**config.mk**
```make
export PLATFORM = sky130hd
export DESIGN_NAME = spike_encoder
export DESIGN_NICKNAME = d
export VERILOG_FILES = /design/src/rtl/snn_pkg.sv /design/src/rtl/spike_enc_lane.sv /design/src/rtl/spike_encoder.sv
export SDC_FILE = /design/constraint.sdc
export NUM_CORES = 1
export LEC_CHECK = 0
export ABC_AREA = 1
export CORE_MARGIN = 8
export CORE_UTILIZATION = 42
export CTS_CLUSTER_SIZE = 14
export DETAILED_ROUTE_END_ITERATION = 7
export SYNTH_ARGS = -nofsm -noshare
export SYNTH_HDL_FRONTEND = slang
export SYNTH_HIERARCHICAL = 1
export SYNTH_SLANG_ARGS = --single-unit
```
**constraint.sdc**
```tcl
create_clock -name clk -period 2.05 [get_ports clk]
set_clock_uncertainty 0.15 [all_clocks]
set_input_delay 0.3075 -clock clk [delete_from_list [all_inputs] [get_ports clk]]
set_output_delay 0.3075 -clock clk [all_outputs]
set_load 0.03 [all_outputs]
```
**src/rtl/snn_pkg.sv**
```systemverilog
// Shared types and constants for the spike link encoder.
// Define SPIKE_ENC_CENTER_EN to start the phase accumulator at mid-window.
package snn_pkg;

    localparam int unsigned SNN_N_CH  = 3;
    localparam int unsigned SNN_MAG_W = 4;

`ifdef SPIKE_ENC_CENTER_EN
    localparam bit CENTER_EN = 1'b1;
`else
    localparam bit CENTER_EN = 1'b0;
`endif

    typedef enum logic {
        ENC_IDLE = 1'b0,
        ENC_RUN  = 1'b1
    } enc_state_t;

    // Starting phase: mid-window centres sparse trains, zero late-aligns them
    function automatic int unsigned acc_init(input int unsigned mag_w);
        return CENTER_EN ? (32'd1 << (mag_w - 1)) : 32'd0;
    endfunction

endpackage

```
**src/rtl/spike_enc_lane.sv**
```systemverilog
// One channel of the rate encoder: latched magnitude/sign and a phase accumulator
// whose carry-out is the spike.
module spike_enc_lane #(
    parameter int unsigned MAG_W    = 4,
    parameter int unsigned ACC_INIT = 0
) (
    input  logic             clk,
    input  logic             rst_n,
    input  logic             load,
    input  logic             step,
    input  logic [MAG_W-1:0] mag_in,
    input  logic             sign_in,
    output logic             spike,
    output logic             sign
);

    logic [MAG_W-1:0] mag;
    logic [MAG_W-1:0] acc;
    logic             sign_q;
    logic [MAG_W:0]   sum_c;

    assign sum_c = {1'b0, acc} + {1'b0, mag};

    // load may coincide with step on a back-to-back restart: spike uses the old frame
    always_ff @(posedge clk or negedge rst_n) begin
        if (!rst_n) begin
            mag    <= '0;
            acc    <= '0;
            sign_q <= 1'b0;
            spike  <= 1'b0;
            sign   <= 1'b0;
        end else begin
            spike <= step & sum_c[MAG_W];
            sign  <= step & sum_c[MAG_W] & sign_q;
            if (load) begin
                mag    <= mag_in;
                sign_q <= sign_in;
                acc    <= MAG_W'(ACC_INIT);
            end else if (step) begin
                acc <= sum_c[MAG_W-1:0];
            end
        end
    end

endmodule

```
**src/rtl/spike_encoder.sv**
```systemverilog
// Rate-coded spike encoder: accepts a frame of signed magnitudes and emits
// per-channel spike trains over a 2**MAG_W cycle window (see snn_pkg for SPIKE_ENC_CENTER_EN).
module spike_encoder
    import snn_pkg::*;
#(
    parameter int unsigned N_CH  = SNN_N_CH,
    parameter int unsigned MAG_W = SNN_MAG_W
) (
    input  logic                  clk,
    input  logic                  rst_n,
    input  logic                  in_valid,
    output logic                  in_ready,
    input  logic [N_CH*MAG_W-1:0] in_mag,
    input  logic [N_CH-1:0]       in_sign,
    output logic [N_CH-1:0]       data_out,
    output logic [N_CH-1:0]       sign_out,
    output logic                  busy,
    output logic                  frame_done
);

    enc_state_t       state, state_next;
    logic [MAG_W-1:0] cnt;
    logic             load_c;
    logic             step_c;
    logic             last_c;

    assign last_c = (cnt == {MAG_W{1'b1}});

    always_ff @(posedge clk or negedge rst_n) begin
        if (!rst_n) begin
            state <= ENC_IDLE;
        end else begin
            state <= state_next;
        end
    end

    // Next state, handshake and lane controls; restart on the last step keeps windows gapless
    always_comb begin
        state_next = state;
        load_c     = 1'b0;
        step_c     = 1'b0;
        in_ready   = 1'b0;
        case (state)
            ENC_IDLE: begin
                in_ready = 1'b1;
                if (in_valid) begin
                    load_c     = 1'b1;
                    state_next = ENC_RUN;
                end
            end
            ENC_RUN: begin
                step_c = 1'b1;
                if (last_c) begin
                    in_ready = 1'b1;
                    if (in_valid) begin
                        load_c = 1'b1;
                    end else begin
                        state_next = ENC_IDLE;
                    end
                end
            end
            default: state_next = ENC_IDLE;
        endcase
    end

    always_ff @(posedge clk or negedge rst_n) begin
        if (!rst_n) begin
            cnt        <= '0;
            busy       <= 1'b0;
            frame_done <= 1'b0;
        end else begin
            if (load_c) begin
                cnt <= '0;
            end else if (step_c) begin
                cnt <= cnt + MAG_W'(1);
            end
            busy       <= (state_next == ENC_RUN);
            frame_done <= step_c & last_c;
        end
    end

    for (genvar i = 0; i < N_CH; i++) begin : g_lane
        spike_enc_lane #(
            .MAG_W    (MAG_W),
            .ACC_INIT (acc_init(MAG_W))
        ) u_lane (
            .clk     (clk),
            .rst_n   (rst_n),
            .load    (load_c),
            .step    (step_c),
            .mag_in  (in_mag[i*MAG_W +: MAG_W]),
            .sign_in (in_sign[i]),
            .spike   (data_out[i]),
            .sign    (sign_out[i])
        );
    end

endmodule

```
==> run metrics <==
mapped cell area=1930 um2; worst slew pin tran=0.485 ns; TritonCTS clock tree=done; row count=24; vias in the first global route=1505; Starting Density=43.9%; Core Region=4380 um2; layout cells sized above 1=11.7%; most frequent cells in the layout=61 x nand2_1, 39 x dfrtp_1, 31 x inv_1; Vias=1437; Worst-path clk slew=0.07 ns; Slew Limit Fails=0; register area share after synthesis=50.6%; first-pass GRT wire length=6.64 mm; setup TNS=0 ns; Sequential Power Share=35.7%; GRT overflow=0; drt drc=0; pin count of the biggest net entering global routing=40; Synth warnings=6; Total Nets Final=289; Mapped Nets=252; Vias/cell=4.67; Synth Register Bits=39; post-DR wirelength/cell=11.8 um; drt initial violations=57; hpwl dp=2.69 mm; Synth cell types=17; TritonRoute pass-1 iters=4; Cell Int Power=2.28 mW; Clock Tree Buf Depth=2; final setup fails=0; Final Hold Vio Count=0; clk sinks=39; htree depth=2; Die H=83.7 um; CTS Buf Count=5; io pins=27; sw power=1.53 mW; Worst VDD drop=0.000683 V; initial antenna violation count=0; switching share of power=40.2%; CP max stage cell=dlygate4sd2_1; die width=83.7 um; PwrDens=1600 nW/um2; RSZ-0062 raised after global routing=false; worst stage delay on the critical path=0.41 ns; clk_lat worst skew=0.28 ns; Root Driver=clkbuf_8; final antenna-violating net count=0; Crit Path Category=register to primary output; Hold Slack=0.338 ns; clock share of power=14.6%; number of port buffers=26; Syn-to-layout area delta=23.4%; Hold WC Path Type=register to register; crit share post-route=94.9%; GRT Util Overall=11.3%; Max Cap Viol=0; Fmax=0.514 GHz; CP arrival=1.49 ns; Routed WL=3.62 mm; Die Footprint=7010 um2; post-synthesis instance total=218; commonest non-fill, non-tap cell in the layout=nand2_1; average size of a mapped cell=8.84 um2; CP bufs+invs=1; critical-path cell list=ha_1 -> nand3_1 -> nand2_2 -> dlygate4sd2_1; RD Place Congestion=0.816; type of element capturing the critical path=primary output; Final min period=1.94 ns; antenna cells=0; Worst Path Required=1.59 ns; CP Launch Type=register; Logic pwr share=49.7%; critical-path maximum fanout=3; setup bufs post-CTS=0; CP delay by family, top=buffers and inverters; Max transition margin=67.7%; status=finished clean; leakage power=1.25 nW
-- state kept, by name, summed over array words and instances, names as in the netlist --
name / cells
g_lane.u_lane/mag: 12
g_lane.u_lane/acc: 12
g_lane.u_lane/sign: 3
busy: 1
g_lane.u_lane/spike: 3
cnt: 4
g_lane.u_lane/sign_q: 3
frame_done: 1
-- worst min-delay path, delay by kind of cell, from the launching register on --
family / cells / cell delay [ns]
DFF: 1 / 0.35
and+or+nand+nor: 2 / 0.10
-- cells by family (layout without fill, tap and decap cells) --
kind of cell	Yosys count	in the layout	synth area share (%)
AND/OR/NAND/NOR	93	93	20.6
flip-flops	39	39	50.6
AO/OA/AOI/OAI	27	27	7.79
buffers and inverters	39	77	7.60
adder cells (fa/ha/maj)	16	16	11.6
XOR/XNOR	4	4	1.82
-- layer usage --
| layer | vias to the layer above | share of wire (%) | track usage [%] |
|---|---|---|---|
| met4 | 0 | 1.0 | 4.08 |
| met3 | 5 | 5.8 | 3.81 |
| met2 | 30 | 43 | 17.3 |
| li1 | 756 | - | - |
| met5 | - | 0 | 0 |
| met1 | 646 | 50 | 14.4 |
-- path summary, 6_finish.rpt --
| kind | startpoint | end | slack [ns] | cells past startpoint |
|---|---|---|---|---|
| worst max-delay path | cnt[0] | in_ready | 0.11 | 4 |
| min in group asynchronous | rst_n | g_lane[0].u_lane/acc[0] | 0.45 | 3 |
| worst min register to register | g_lane[1].u_lane/mag[2] | g_lane[1].u_lane/mag[2] | 0.34 | 2 |
| worst min-delay path | g_lane[1].u_lane/mag[2] | g_lane[1].u_lane/mag[2] | 0.34 | 2 |
| max in group asynchronous | rst_n | g_lane[1].u_lane/acc[3] | 0.96 | 3 |
| worst max register to register | cnt[0] | g_lane[0].u_lane/acc[0] | 0.25 | 9 |
-- Yosys cell counts (all sizes together) --
| cell type | count | area share (%) |
|---|---|---|
| dfrtp | 39 | 51 |
| o22ai | 3 | 0.97 |
| xnor2 | 1 | 0.45 |
| nor2 | 10 | 2.2 |
| o21ai | 12 | 3.1 |
| xor2 | 3 | 1.4 |
| inv | 39 | 7.6 |
| fa | 3 | 3.1 |
| ha | 13 | 8.4 |
| nand3 | 14 | 3.9 |
| a21oi | 9 | 2.3 |
| a22o | 3 | 1.4 |
| nand2 | 69 | 14 |
-- per-stage QoR --
stage	total power [mW]	utilization, %	std cells	area (um2)	setup slack (ns)
2_1_floorplan	2.76	-	218	1930	0.0945
3_3_place_gp	3.26	51.8	299	2270	0.153
3_5_place_dp	3.28	51.8	299	2270	0.131
4_1_cts	3.86	54.3	308	2380	0.0835
5_1_grt	4.25	54.3	308	2380	0.00439
6_report	3.81	54.3	308	2380	0.105
-- area by class of cell --
type,count,area (um2)
clock buffers,8,100
fillers,409,2010
inverters,39,146
multi-input cells,140,805
flip-flops and latches,39,976
well taps,52,65.1
repair buffers,30,287
-- power by group through the flow --
stage / clock, mW / sequential [mW] / combinational [mW]
finish: 0.555 / 1.36 / 1.89
global route: 0.612 / 1.40 / 2.23
CTS: 0.577 / 1.36 / 1.92
detailed placement: 0 / 1.37 / 1.91
global placement: 0 / 1.37 / 1.89
floorplan: 0 / 1.45 / 1.30
-- timing repair --
item / 4_1_cts / 5_1_grt
hold buffers: 1 / 0
gates resized for setup: 1 / 0
endpoints found under the hold margin: 39 / 0
endpoints found under the setup margin: 1 / 0
Power figures use the tool's default switching activity.
